File: src/rtl/ysyx_220053_mem_arbiter_pkg.sv
`default_nettype none
// ============================================================================
// Module   : ysyx_220053_mem_arbiter_pkg
// Purpose  : Shared definitions for the IF/LS memory arbiter: FSM state
//            encoding, transaction-owner encoding and default bus widths.
// Ports    : none (package)
// Config   : ARB_ROUND_ROBIN_EN (consumed by ysyx_220053_arb_pick)
// Revision : 1.0 - initial release
// ============================================================================
package ysyx_220053_mem_arbiter_pkg;

    localparam int DEF_ADDR_W = 64;
    localparam int DEF_DATA_W = 64;

    typedef enum logic [1:0] {
        ST_IDLE = 2'd0,
        ST_REQ  = 2'd1,
        ST_WAIT = 2'd2
    } state_e;

    typedef enum logic {
        OWN_IF = 1'b0,
        OWN_LS = 1'b1
    } owner_e;

endpackage
`default_nettype wire

File: src/rtl/ysyx_220053_mem_arbiter_arb_pick.sv
`default_nettype none
// ============================================================================
// Module   : ysyx_220053_arb_pick
// Purpose  : Two-input arbiter between instruction fetch and load/store.
//            Grant is purely combinational from the request lines.
//            Default build: fixed priority, LS always beats IF.
//            ARB_ROUND_ROBIN_EN defined: a last_grant register breaks ties
//            in favour of the requester not served last (reset = IF, so LS
//            wins the first tie).
// Ports    : clk, rst        - clock / async active-low reset (RR build only)
//            grant_en_i      - a grant is being taken this cycle (RR only)
//            req_if_i/ls_i   - request lines
//            gnt_if_o/ls_o   - one-hot (or zero) grant
// Config   : ARB_ROUND_ROBIN_EN
// Revision : 1.0 - initial release
// ============================================================================
module ysyx_220053_arb_pick
    import ysyx_220053_mem_arbiter_pkg::*;
(
`ifdef ARB_ROUND_ROBIN_EN
    input  logic clk,
    input  logic rst,
    input  logic grant_en_i,
`endif
    input  logic req_if_i,
    input  logic req_ls_i,
    output logic gnt_if_o,
    output logic gnt_ls_o
);

`ifdef ARB_ROUND_ROBIN_EN
    owner_e last_grant_q;

    // On a tie LS wins only if IF was the one served last.
    assign gnt_ls_o = req_ls_i & (~req_if_i | (last_grant_q == OWN_IF));
    assign gnt_if_o = req_if_i & ~gnt_ls_o;

    always_ff @(posedge clk or negedge rst) begin
        if (!rst) begin
            last_grant_q <= OWN_IF;
        end else if (grant_en_i && (gnt_if_o || gnt_ls_o)) begin
            last_grant_q <= gnt_ls_o ? OWN_LS : OWN_IF;
        end
    end
`else
    assign gnt_ls_o = req_ls_i;
    assign gnt_if_o = req_if_i & ~req_ls_i;
`endif

endmodule
`default_nettype wire

File: src/rtl/ysyx_220053_mem_arbiter.sv
`default_nettype none
// ============================================================================
// Module   : ysyx_220053_mem_arbiter
// Purpose  : Shares one single-ported data memory between instruction fetch
//            (IF, read-only) and load/store (LS). One transaction is in
//            flight at a time: IDLE (arbitrate) -> REQ (present request
//            downstream) -> WAIT (route response back to owner) -> IDLE.
// Ports    : clk / rst                 - clock, async active-low reset
//            if_req_* / if_addr        - IF request channel
//            if_resp_valid / if_rdata  - IF response (1-cycle pulse)
//            ls_req_* / ls_addr/wen/wdata/wmask - LS request channel
//            ls_resp_valid / ls_rdata  - LS response / write ack
//            mem_req_* / mem_addr/wen/wdata/wmask - downstream request
//            mem_resp_valid / mem_rdata - downstream response
// Config   : ARB_ROUND_ROBIN_EN - round-robin tie-break (default: LS first)
// Revision : 1.0 - initial release
// ============================================================================
module ysyx_220053_mem_arbiter
    import ysyx_220053_mem_arbiter_pkg::*;
#(
    parameter int ADDR_W = DEF_ADDR_W,
    parameter int DATA_W = DEF_DATA_W
) (
    input  logic                  clk,
    input  logic                  rst,

    input  logic                  if_req_valid,
    output logic                  if_req_ready,
    input  logic [ADDR_W-1:0]     if_addr,
    output logic                  if_resp_valid,
    output logic [DATA_W-1:0]     if_rdata,

    input  logic                  ls_req_valid,
    output logic                  ls_req_ready,
    input  logic [ADDR_W-1:0]     ls_addr,
    input  logic                  ls_wen,
    input  logic [DATA_W-1:0]     ls_wdata,
    input  logic [DATA_W/8-1:0]   ls_wmask,
    output logic                  ls_resp_valid,
    output logic [DATA_W-1:0]     ls_rdata,

    output logic                  mem_req_valid,
    input  logic                  mem_req_ready,
    output logic [ADDR_W-1:0]     mem_addr,
    output logic                  mem_wen,
    output logic [DATA_W-1:0]     mem_wdata,
    output logic [DATA_W/8-1:0]   mem_wmask,
    input  logic                  mem_resp_valid,
    input  logic [DATA_W-1:0]     mem_rdata
);

    state_e                 state_q;
    owner_e                 owner_q;
    logic                   mem_req_valid_q;
    logic [ADDR_W-1:0]      addr_q;
    logic                   wen_q;
    logic [DATA_W-1:0]      wdata_q;
    logic [DATA_W/8-1:0]    wmask_q;

    logic                   w_idle;
    logic                   w_gnt_if;
    logic                   w_gnt_ls;
    logic                   w_resp;

    // Grants are only honoured in IDLE; gating with rst keeps both readies
    // low while reset is held even if a requester is already asserting valid.
    assign w_idle = (state_q == ST_IDLE) & rst;

    ysyx_220053_arb_pick u_arb_pick (
`ifdef ARB_ROUND_ROBIN_EN
        .clk        (clk),
        .rst        (rst),
        .grant_en_i (w_idle),
`endif
        .req_if_i   (if_req_valid),
        .req_ls_i   (ls_req_valid),
        .gnt_if_o   (w_gnt_if),
        .gnt_ls_o   (w_gnt_ls)
    );

    assign if_req_ready = w_idle & w_gnt_if;
    assign ls_req_ready = w_idle & w_gnt_ls;

    // Response pass-through is zero-latency; anything arriving outside WAIT
    // (including a late response for a transaction killed by reset) is dropped.
    assign w_resp        = (state_q == ST_WAIT) & mem_resp_valid;
    assign if_resp_valid = w_resp & (owner_q == OWN_IF);
    assign ls_resp_valid = w_resp & (owner_q == OWN_LS);
    assign if_rdata      = if_resp_valid ? mem_rdata : '0;
    assign ls_rdata      = ls_resp_valid ? mem_rdata : '0;

    assign mem_req_valid = mem_req_valid_q;
    assign mem_addr      = addr_q;
    assign mem_wen       = wen_q;
    assign mem_wdata     = wdata_q;
    assign mem_wmask     = wmask_q;

    always_ff @(posedge clk or negedge rst) begin
        if (!rst) begin
            state_q         <= ST_IDLE;
            owner_q         <= OWN_IF;
            mem_req_valid_q <= 1'b0;
            addr_q          <= '0;
            wen_q           <= 1'b0;
            wdata_q         <= '0;
            wmask_q         <= '0;
        end else begin
            case (state_q)
                ST_IDLE: begin
                    if (ls_req_ready) begin
                        addr_q          <= ls_addr;
                        wen_q           <= ls_wen;
                        wdata_q         <= ls_wdata;
                        wmask_q         <= ls_wmask;
                        owner_q         <= OWN_LS;
                        mem_req_valid_q <= 1'b1;
                        state_q         <= ST_REQ;
                    end else if (if_req_ready) begin
                        // Fetch is always a read: no write data or byte mask.
                        addr_q          <= if_addr;
                        wen_q           <= 1'b0;
                        wdata_q         <= '0;
                        wmask_q         <= '0;
                        owner_q         <= OWN_IF;
                        mem_req_valid_q <= 1'b1;
                        state_q         <= ST_REQ;
                    end
                end
                ST_REQ: begin
                    if (mem_req_ready) begin
                        mem_req_valid_q <= 1'b0;
                        state_q         <= ST_WAIT;
                    end
                end
                ST_WAIT: begin
                    if (mem_resp_valid) begin
                        state_q <= ST_IDLE;
                    end
                end
                default: begin
                    mem_req_valid_q <= 1'b0;
                    state_q         <= ST_IDLE;
                end
            endcase
        end
    end

endmodule
`default_nettype wire

File: config.mk
export PLATFORM = sky130hd
export DESIGN_NAME = ysyx_220053_mem_arbiter
export DESIGN_NICKNAME = d
export VERILOG_FILES = /design/src/rtl/ysyx_220053_mem_arbiter_pkg.sv /design/src/rtl/ysyx_220053_mem_arbiter_arb_pick.sv /design/src/rtl/ysyx_220053_mem_arbiter.sv
export SDC_FILE = /design/constraint.sdc
export NUM_CORES = 1
export LEC_CHECK = 0
export ABC_CLOCK_PERIOD_IN_PS = 1600
export BUFFER_PORTS_ARGS = -buffer_cell sky130_fd_sc_hd__clkbuf_2
export CAP_MARGIN = 10
export CELL_PAD_IN_SITES_DETAIL_PLACEMENT = 2
export CELL_PAD_IN_SITES_GLOBAL_PLACEMENT = 2
export CORE_AREA = 2 2 210 212
export CTS_BUF_LIST = sky130_fd_sc_hd__clkbuf_4
export DETAILED_ROUTE_END_ITERATION = 10
export DIE_AREA = 0 0 212 214
export PLACE_DENSITY_LB_ADDON = 0.1
export SLEW_MARGIN = 0
export SYNTH_ARGS = -nofsm -noshare
export SYNTH_HDL_FRONTEND = slang
export SYNTH_SLANG_ARGS = --single-unit
export TNS_END_PERCENT = 30
File: constraint.sdc
create_clock -name clk -period 1.6 [get_ports clk]
set_input_delay 0.32 -clock clk [delete_from_list [all_inputs] [get_ports clk]]
set_output_delay 0.32 -clock clk [all_outputs]
set_load 0.005 [all_outputs]
After elaboration in Yosys (flattened, before gate mapping):

Cells that the tools add are included.

* add/subtract/negate cells: 0
* order comparisons: 0
* bitwise logic cells: 10
* multiply operators: 0
* div/mod/pow operators: 0
* equal/unequal tests: 5
* shifts and indexed selects: 0
* reductions and logical operators: 5
* mux-type cells: 20

Operators by type and width (count)
* $mux 64: 6
* $mux 8: 2
* $mux 2: 4
* $and 1x1->1: 7
* $mux 1: 6
* $pmux 2 s3: 1
* $reduce_and 3->1: 2
* $ne 2x2->1 const B: 2
* $ne 3x3->1 const B: 1
* $not 1->1: 3
* $pmux 1 s3: 1
* $eq 2x1->1 const B: 1
* $eq 2x2->1 const B: 1
* $logic_not 2->1: 1
* $reduce_and 2->1: 1
* $reduce_bool 2->1: 1

* output and inout bits: 270
* flip-flop bits (word level): 141
* memories kept: 0
* word-level logic and storage cells: 47
* latch bits: 0
* input port bits: 271
* ROM bits: 0
* RAM bits: 0

Logic depth before layout (Yosys ltp):

Gate-level depths: netlist of the first run.

* depth in word-level cells: 6
* gate-level depth with buffers: 5
* depth with buffers taken out: 3

Cells and area by module:

Synthesis of the first run repeated with hierarchy kept, for this count alone.

* cells, all modules: 621
* area total of the unflattened synthesis: 6980.4 µm²

Modules (own cells, without submodules)
* ysyx_220053_mem_arbiter: cells an instance 619, sequential area each 3528.4 µm², area each 6959.2 µm², instances 1
* ysyx_220053_arb_pick: cells an instance 2, sequential area each 0.0 µm², area each 21.3 µm², instances 1

Worst setup path after synthesis of the first run:

No wires, ideal clock.

* path kind: flip-flop to output port
* start point: register state_q[0]
* end point: output if_rdata[10]
* data required time: 1.280 ns
* buffers on the path: 2
* cell stages (with the launch flop): 6
* setup slack: -0.023 ns
* data arrival time: 1.303 ns
* path through: dfrtp_1 -> nand2b_1 -> nor3b_1 -> buf_2 -> clkbuf_2 -> and2_1

* cells in the longest elaborated chain, start to end: 4

RTL lines
* start, declared: line ysyx_220053_mem_arbiter.sv:52 `state_e state_q;`
* start signal, assigned: line ysyx_220053_mem_arbiter.sv:100 `state_q <= ST_IDLE;`
* start signal, assigned: line ysyx_220053_mem_arbiter.sv:117 `state_q <= ST_REQ;`
* start signal, assigned: line ysyx_220053_mem_arbiter.sv:126 `state_q <= ST_REQ;`
* $eq 2x2->1: line ysyx_220053_mem_arbiter.sv:86 `assign w_resp = (state_q == ST_WAIT) & mem_resp_valid;`
* $and 1x1->1: line ysyx_220053_mem_arbiter.sv:86
* $and 1x1->1: line ysyx_220053_mem_arbiter.sv:87 `assign if_resp_valid = w_resp & (owner_q == OWN_IF);`
* $mux 64: line ysyx_220053_mem_arbiter.sv:89 `assign if_rdata = if_resp_valid ? mem_rdata : '0;`
* end, declared: line ysyx_220053_mem_arbiter.sv:31 `output logic [DATA_W-1:0] if_rdata,`

Every way passes these cells.

Worst setup path after layout of the first run:

* start point: register state_q[0]
* end point: output if_rdata[18]

Same word-level chain as after synthesis.

==> run summary, run 1 <==
EDFF count, synth: 0
CP startpoint: state_q[0]
RSZ-0062 raised after global routing: yes
Synth Instances: 619
post-synthesis cell type count: 27
Max Cap Viol: 0
worst setup margin: -0.695 ns
worst hold endpoint: owner_q
Die Area: 45400 um^2
Worst slew margin: 0.431
I/O Pins: 541
FF+latch count, synth: 141
Avg Inst Size Synth: 10.9 um^2
Detail Route Antenna Nets: 0
highest cell delay on the worst timing path: 0.43 ns
fmax: 436 MHz
measured slew at the worst slew-check pin: 0.853 ns
Seq/Total Area, Yosys: 0.522
routed vias: 8277
Final Slew Violations: 0
Inserted Clock Buffers: 17
cell accounting for the most synthesized area: dfrtp_1
DP Cell Count: 1720
clock buffer depth: 2
core area: 42900 um^2
first-pass GRT wire length: 60.0 mm
Chip Width: 212 um
ys flop type: dfrtp_1
drt pass-1 iters: 4
Leak: 6.68 nW
CTS HTree Levels: 4
CP Launch Type: flop
worst vdd ir: 0.000482 V
slowest cell on the critical path: dfrtp_2
grt ovf: 0
Routed WL: 40.9 mm
crit path DAT: 1.98 ns
Reg clk slew, reported paths: 0.14 ns
outcome: finished with violations
worst r2r src: state_q[0]
Initial Util: 0.158
violated checks: setup timing
Fin. Hold Viols: 0
R2R depth: 5
post-route clock period utilization: 1.43
worst r2r dst: mem_addr[3]
Clock Skew: 0.0176 ns
Root Driver: clkbuf_4
post-synth top area share: 0.522
Final GP Congestion: 0.781
DRC: 0
P per Cell Area: 1260 nW/um^2
CP Cell Sequence: nand2b_4 > nor3b_4 > buf_12 > clkbuf_16 > and2_1 > clkbuf_2
initial antenna violation count: 5
Final Non-Filler Cells: 1967
Ys Warns: 0
endpoint type of the worst setup path: output pin
FFs w/ async S/R, synth: 1.00
Hold Crit Start: if_req_valid
Rows: 76
WP data required: 1.28 ns
largest net degree at the start of global routing: 79
Mapped Area: 6760 um^2
Die H: 214 um
CP Max Fanout: 16
worst skew pair latency: 0.57 ns
WS Path Type: reg -> out
dominant cells by area after synthesis: dfrtp_1, and2_1, a22o_1
vias in the first global route: 9254
Nets: 1635
Area Growth Syn to Fin: 93.8%
min-delay worst type: in -> reg
CTS tree: done
1st-iter DRT viols: 315
layout cells sized above 1: 0.474
hold depth: 4
Vias/cell: 4.21
# setup viols final: 268
Finished Core Util: 0.306
Tmin final: 2.30 ns
# clock sinks: 141
IO buf count: 540
Total GRT Usage: 0.175
commonest non-fill, non-tap cell in the layout: clkbuf_2
reg2reg setup slack: -0.20 ns
commonest cells after routing, fill and taps aside: clkbuf_2, dlygate4sd3_1, dfrtp_1, and2_1, a22o_1
drt wl/cell: 20.8 um
dpl hpwl: 29.7 mm
Syn Nets: 890
==> metrics by stage <==
step | setup TNS (ns) | instance area, um^2 | setup WS (ns) | total power [W] | hold WS [ns]
finish | -98.76 | 13100 | -0.695 | 0.0165 | 0.257
global route | -126.72 | 13100 | -0.836 | 0.0178 | 0.186
CTS | -111.34 | 12800 | -0.771 | 0.0166 | 0.175
detailed placement | -5.50 | 10400 | -0.100 | 0.0136 | 0.339
global placement | -1.09 | 10400 | -0.0306 | 0.0136 | 0.335
floorplan | 0 | 6770 | 0.0344 | 0.00950 | 0.0244
==> critical path: cells and delay by family (launching register included) <==
family | cells | cell delay, ns
DFF | 1 | 0.43
and+or+nand+nor | 3 | 0.50
buffers and inverters | 3 | 0.46
==> area by class of cell <==
cell class,instances,area [um^2]
antenna,5,12.5
clock buffer,19,143
clock inverter,13,119
fill,4873,29800
inverter,1,3.75
multi-input combinational,414,2980
sequential,141,3530
tap,585,732
timing repair buffer,789,5590
==> per-layer routing <==
layer,vias to the layer above,GRT usage,routed length (um)
met1,4116,0.192,15200
met4,0,0.0667,1080
li1,3801,-,-
met2,313,0.323,22100
met5,-,0,0
met3,47,0.0410,2470
==> synth_stat cells (2+ instances only) <==
master,number
clkbuf_2,6
nor2_1,3
a22oi_1,64
a22o_1,73
buf_2,28
buf_1,2
dfrtp_1,141
and2_1,128
o21ai_0,2
a32oi_1,64
buf_8,6
clkbuf_1,19
nand2_1,69
==> where the power goes <==
group	internal [W]	switching (W)	total [W]
Combinational	0.00390	0.00362	0.00752
Sequential	0.00531	0.00130	0.00661
Clock	0.000810	0.00152	0.00233
Total	0.0100	0.00644	0.0165
==> how the worst max path moves through the flow <==
stage / end / slack [ns] / cells past startpoint
after global routing: if_rdata[18] / -0.84 / 6
final: if_rdata[18] / -0.70 / 6
after floorplan: if_rdata[10] / 0.03 / 5
after global placement: if_rdata[39] / -0.03 / 5
after detailed placement: if_rdata[41] / -0.10 / 5
after CTS: ls_rdata[25] / -0.77 / 5
==> sequential cells by signal (all words and copies together), names as in the netlist <==
signal and count:
mem_addr 64, mem_req_valid 1, mem_wdata 64, mem_wen 1
mem_wmask 8, owner_q 1, state_q 2
==> cells by family after synthesis <==
group                  share of synthesized area
AOI/OAI and AO/OA                          0.252
buffers and inverters                     0.0535
DFF                                        0.522
and+or+nand+nor                            0.172
==> repair_timing <==
item,CTS,global route
endpoints found under the hold margin,220,0
gates cloned,2,2
hold buffers,204,0
endpoints found under the setup margin,192,269
buffers inserted,2,0
gates resized for setup,8,79
pin swaps,43,40
Power figures use the tool's default switching activity.
==> inputs of run 2 (changes only) <==
SKIP_LAST_GASP = 1   (was unset)
==> run 2 against run 1 <==
Against the previous run: largest power group unchanged; register-to-register slack about the same; clock-buffer cell count unchanged; combinational power down 0.9%; maximum frequency about the same; design area down 0.70%; flip-flop and latch count unchanged; the flow still finishes with violations (setup timing); setup slack better by 0.0010 ns; critical path type unchanged; via count down 0.30%; first-iteration DRC count unchanged; clock power about the same.
==> run summary, run 2 (synthesized netlist as in run 1, its figures left out) <==
outcome: finished with violations (unchanged)
violated checks: setup timing (unchanged)
Final Slew Violations: 0 (unchanged)
# clock sinks: 141 (unchanged)
layout cells sized above 1: 0.467 (was 0.474)
Max Cap Viol: 0 (unchanged)
clock buffer depth: 2 (unchanged)
Routed WL: 40.7 mm (was 40.9 mm)
final instance area: 13000 um^2 (was 13100 um^2)
met3 WL: 2.48 mm (was 2.47 mm)
Design Power: 0.0164 W (was 0.0165 W)
CP Cell Sequence: nand2b_4 > nor3b_4 > buf_12 > clkbuf_16 > and2_1 > clkbuf_2 (unchanged)
WS Path Type: reg -> out (unchanged)
Nets: 1635 (unchanged)
IO buf count: 540 (unchanged)
Area Growth Syn to Fin: 92.5% (was 93.8%)
Chip Width: 212 um (unchanged)
RSZ-0062 raised after global routing: yes (unchanged)
CP Max Fanout: 16 (unchanged)
crit path DAT: 1.97 ns (was 1.98 ns)
Vias/cell: 4.20 (was 4.21)
measured slew at the worst slew-check pin: 0.870 ns (was 0.853 ns)
slowest cell on the critical path: dfrtp_2 (unchanged)
CP Launch Type: flop (unchanged)
P per Cell Area: 1260 nW/um^2 (about the same)
# setup viols final: 269 (was 268)
initial antenna violation count: 5 (unchanged)
vias in the first global route: 9248 (was 9254)
first-pass GRT wire length: 60.1 mm (was 60.0 mm)
Clock Skew: 0.0201 ns (was 0.0176 ns)
worst vdd ir: 0.000482 V (about the same)
DRT met1 WL: 15.3 mm (was 15.2 mm)
highest cell delay on the worst timing path: 0.43 ns (about the same)
top layer in use: met4 (unchanged)
CTS HTree Levels: 4 (unchanged)
fmax: 436 MHz (about the same)
I/O Pins: 541 (unchanged)
CTS tree: done (unchanged)
Total GRT Usage: 0.175 (about the same)
core area: 42900 um^2 (unchanged)
drt pass-1 iters: 4 (unchanged)
DRC: 0 (unchanged)
Rows: 76 (unchanged)
dpl hpwl: 29.7 mm (unchanged)
worst setup margin: -0.694 ns (was -0.695 ns)
grt ovf: 0 (unchanged)
worst skew pair latency: 0.57 ns (about the same)
Initial Util: 0.158 (unchanged)
1st-iter DRT viols: 315 (unchanged)
met2 routed WL: 21.7 mm (was 22.1 mm)
post-route clock period utilization: 1.43 (about the same)
min-delay worst type: in -> reg (unchanged)
Final GP Congestion: 0.781 (unchanged)
Root Driver: clkbuf_4 (unchanged)
Inserted Clock Buffers: 17 (unchanged)
Leak: 6.64 nW (was 6.68 nW)
Die Area: 45400 um^2 (unchanged)
endpoint type of the worst setup path: output pin (unchanged)
reg2reg setup slack: -0.20 ns (about the same)
Tmin final: 2.29 ns (was 2.30 ns)
largest net degree at the start of global routing: 79 (unchanged)
Reg clk slew, reported paths: 0.14 ns (about the same)
# fillers: 4872 (was 4873)
Worst path top cell family by delay: simple AND/OR/NAND/NOR gates (unchanged)
routed vias: 8252 (was 8277)
Placement Cell Area: 10400 um^2 (unchanged)
WP data required: 1.28 ns (about the same)
drt wl/cell: 20.7 um (was 20.8 um)
commonest cells after routing, fill and taps aside: clkbuf_2, dlygate4sd3_1, dfrtp_1, and2_1, a22o_1 (unchanged)
Fin. Hold Viols: 0 (unchanged)
CP bufs+invs: 3 (unchanged)
commonest non-fill, non-tap cell in the layout: clkbuf_2 (unchanged)
Worst slew margin: 0.420 (was 0.431)
Detail Route Antenna Nets: 0 (unchanged)
Die H: 214 um (unchanged)
-- run 2: cell count changes in the layout (fill, tap and decap cells not counted) --
cell,before,now
clkbuf_2,495,525
nor2_1,1,2
and2_1,109,114
buf_4,18,19
buf_6,23,15
clkbuf_8,1,0
a22oi_1,60,64
and2_4,19,14
a22oi_2,4,0
nor2_2,1,0
buf_2,22,0
-- run 2: worst min-delay path: cells and delay by family --
family / cells / cell delay (ns)
buffers and inverters: 2 / 0.26
AO/OA/AOI/OAI: 1 / 0.11
AND/OR/NAND/NOR: 1 / 0.08
-- run 2: what timing repair did --
action                                  CTS  global route
pin swaps                                 1            11
resized for setup                         4            36
cloned                                    2             2
hold endpoints to repair                220             0
endpoints found under the setup margin  192           269
buffers inserted                          2             0
hold buffers                            204             0
-- run 2: layout make-up --
class                   instances  area, um^2  share of cell area
repair buffers                789        5530               0.425
inverters                       1        3.75            0.000288
multi-input cells             414        2940               0.226
clock buffers                  19         143              0.0110
diodes                          5        12.5            0.000961
clock inverters                13         119             0.00913
well taps                     585         732              0.0562
flip-flops and latches        141        3530               0.271
-- run 2: layer usage --
layer,track usage,up-vias
li1,-,3806
met1,0.192,4084
met2,0.321,314
met3,0.0413,48
met4,0.0702,0
met5,0,-
-- run 2: power by group --
group / internal (W) / switching, W
registers: 0.00531 / 0.00130
logic: 0.00385 / 0.00360
clock network: 0.000810 / 0.00151
-- run 2: per-stage QoR --
step | cells | worst slack, ns | setup TNS [ns] | utilization | hold WS (ns)
floorplan | 619 | 0.0344 | 0 | - | 0.0244
global placement | 1720 | -0.0306 | -1.09 | 0.243 | 0.335
detailed placement | 1720 | -0.100 | -5.50 | 0.243 | 0.339
CTS | 1960 | -0.778 | -111.73 | 0.299 | 0.156
global route | 1967 | -0.837 | -129.57 | 0.304 | 0.168
finish | 1967 | -0.694 | -102.31 | 0.304 | 0.237
-- run 2: worst paths after layout --
check                                    from  depth (start not counted)             to
worst min-delay path             if_req_valid                          4        owner_q
max in group asynchronous                 rst                          4  mem_wdata[21]
worst max-delay path               state_q[0]                          6   if_rdata[18]
min in group asynchronous                 rst                          3   mem_addr[20]
worst max register to register     state_q[0]                          5    mem_addr[3]
worst min register to register  mem_wdata[62]                          1  mem_wdata[62]
==> inputs of run 3 (changes only) <==
BUFFER_PORTS_ARGS = unset   (was -buffer_cell sky130_fd_sc_hd__clkbuf_2)
CORE_AREA = 2 2 211 213   (was 2 2 210 212)
DIE_AREA = 0 0 213 215   (was 0 0 212 214)
DONT_BUFFER_PORTS = 1   (was unset)
==> run 3 against run 2 <==
Against the previous run: the run ends with hold timing, setup timing left; wire length decreased by 13%; power is 11% lower; critical path depth fell by 3; die area is 0.94% higher; clock skew is 0.0036 ns lower; register-to-register slack better by 0.07 ns; critical path type unchanged.
==> run summary, run 3 (synthesized netlist as in run 1, its figures left out) <==
Rows: 77 (was 76)
Area Growth Syn to Fin: 50.7% (was 92.5%)
CP Launch Type: flop (unchanged)
Worst slew margin: 0.731 (was 0.420)
Die H: 215 um (was 214 um)
P per Cell Area: 1430 nW/um^2 (was 1260 nW/um^2)
routed vias: 6393 (was 8252)
drt wl/cell: 24.9 um (was 20.7 um)
CP bufs+invs: 1 (was 3)
Die Area: 45800 um^2 (was 45400 um^2)
I/O Pins: 541 (unchanged)
Place WS: -0.0878 ns (was -0.100 ns)
Initial Util: 0.155 (was 0.158)
Reg clk slew, reported paths: 0.15 ns (was 0.14 ns)
IO buf count: 0 (was 540)
vias in the first global route: 7106 (was 9248)
post-route clock period utilization: 1.45 (was 1.43)
min-delay worst type: in -> async (was in -> reg)
worst skew pair latency: 0.63 ns (was 0.57 ns)
violated checks: hold timing, setup timing (was setup timing)
WS Path Type: reg -> out (unchanged)
# fillers: 4825 (was 4872)
Final Non-Filler Cells: 1426 (was 1967)
outcome: finished with violations (unchanged)
Root Driver: clkbuf_4 (unchanged)
layout cells sized above 1: 0.139 (was 0.467)
Total GRT Usage: 0.146 (was 0.175)
Final GP Congestion: 0.812 (was 0.781)
DRC: 0 (unchanged)
1st-iter DRT viols: 299 (was 315)
first-pass GRT wire length: 49.1 mm (was 60.1 mm)
Worst path top cell family by delay: simple AND/OR/NAND/NOR gates (unchanged)
commonest cells after routing, fill and taps aside: dlygate4sd3_1, dfrtp_1, and2_1, a22o_1, nand2_1 (was clkbuf_2, dlygate4sd3_1, dfrtp_1, and2_1, a22o_1)
# setup viols final: 265 (was 269)
WP data required: 1.28 ns (about the same)
Tmin final: 2.31 ns (was 2.29 ns)
CTS HTree Levels: 4 (unchanged)
RSZ-0062 raised after global routing: yes (unchanged)
DP Cell Count: 1170 (was 1720)
CTS tree: done (unchanged)
Fin. Hold Viols: 141 (was 0)
fmax: 432 MHz (was 436 MHz)
highest cell delay on the worst timing path: 0.49 ns (was 0.43 ns)
Leak: 4.28 nW (was 6.64 nW)
worst vdd ir: 0.000484 V (was 0.000482 V)
initial antenna violation count: 4 (was 5)
Routed WL: 35.5 mm (was 40.7 mm)
Hold WS: -0.658 ns (was 0.237 ns)
final instance area: 10200 um^2 (was 13000 um^2)
drt pass-1 iters: 6 (was 4)
CP Cell Sequence: and4b_4 > buf_4 > and2_1 (was nand2b_4 > nor3b_4 > buf_12 > clkbuf_16 > and2_1 > clkbuf_2)
# clock sinks: 141 (unchanged)
Final Slew Violations: 0 (unchanged)
Vias/cell: 4.48 (was 4.20)
Chip Width: 213 um (was 212 um)
core area: 43600 um^2 (was 42900 um^2)
Fin Setup TNS: -96.86 ns (was -102.31 ns)
slowest cell on the critical path: and4b_4 (was dfrtp_2)
endpoint type of the worst setup path: output pin (unchanged)
CP Max Fanout: 15 (was 16)
largest net degree at the start of global routing: 146 (was 79)
Detail Route Antenna Nets: 0 (unchanged)
crit path DAT: 1.99 ns (was 1.97 ns)
Inserted Clock Buffers: 17 (unchanged)
CTS Hold Bufs: 205 (was 204)
Clock Skew: 0.0166 ns (was 0.0201 ns)
measured slew at the worst slew-check pin: 0.404 ns (was 0.870 ns)
Placement Cell Area: 7460 um^2 (was 10400 um^2)
Nets: 1087 (was 1635)
worst setup margin: -0.715 ns (was -0.694 ns)
dpl hpwl: 24.0 mm (was 29.7 mm)
grt ovf: 0 (unchanged)
commonest non-fill, non-tap cell in the layout: dlygate4sd3_1 (was clkbuf_2)
clock buffer depth: 2 (unchanged)
Max Cap Viol: 0 (unchanged)
[run 3: cell types whose count changed in the layout (fill, tap and decap cells not counted), moves of 3 or more]
cell	previous run	this run
bufinv_16	1	4
and2_4	14	34
buf_12	21	10
buf_6	15	4
buf_4	19	16
and2_1	114	94
clkbuf_16	2	5
clkbuf_2	525	0
[run 3: area by class of cell]
cell class / count / area, um^2 / area share
timing repair buffer: 241 / 2570 / 0.252
inverter: 1 / 3.75 / 0.000368
sequential: 141 / 3530 / 0.346
multi-input combinational: 414 / 3000 / 0.294
antenna: 5 / 12.5 / 0.00123
tap: 592 / 741 / 0.0727
clock buffer: 17 / 128 / 0.0125
clock inverter: 15 / 210 / 0.0206
[run 3: path summary, 6_finish.rpt]
path / cells past startpoint / start / slack [ns] / endpoint
setup / recovery: 3 / state_q[0] / -0.71 / ls_rdata[33]
hold / removal: 0 / rst / -0.66 / mem_addr[22]
setup reg to reg: 7 / state_q[0] / -0.13 / mem_wdata[37]
hold reg to reg: 1 / mem_wdata[38] / 0.54 / mem_wdata[38]
max in group asynchronous: 0 / rst / 1.86 / mem_wdata[37]
min in group clk: 4 / mem_req_ready / 0.09 / mem_req_valid
[run 3: layer usage]
layer  global-route usage  vias to the layer above  wire, um
met5                    0                        -         0
met4               0.0373                        0       483
met3               0.0463                       24      2570
met2                0.276                      314     19900
met1                0.154                     3345     12600
li1                     -                     2710         -
[run 3: through the flow]
step,hold slack (ns),utilization,total power (W)
final,-0.658,0.234,0.0146
after global placement,0.0289,0.171,0.0110
after CTS,-0.787,0.228,0.0147
after global routing,-0.773,0.234,0.0157
after floorplan,0.0244,-,0.00950
after detailed placement,0.0272,0.171,0.0111
[run 3: worst register-to-register path, stage by stage (launching register included)]
cell and delay (ns):
dfrtp_2 0.46, buf_4 0.14, buf_4 0.14, nor3b_4 0.21, buf_4 0.15, o21ai_4 0.10, buf_12 0.19, a22o_1 0.23
[run 3: repair_timing]
item / in CTS / in global routing
gates resized for setup: 10 / 31
pin swaps: 1 / 16
setup buffers: 3 / 3
cloned: 1 / 7
endpoints found under the hold margin: 282 / 141
endpoints found under the setup margin: 265 / 270
[run 3: report_power, final]
group / total (W) / internal [W] / switching (W) / leakage, nW
sequential: 0.00742 / 0.00531 / 0.00211 / 1.73
combinational: 0.00433 / 0.00230 / 0.00203 / 2.38
clock: 0.00283 / 0.00126 / 0.00156 / 0.174
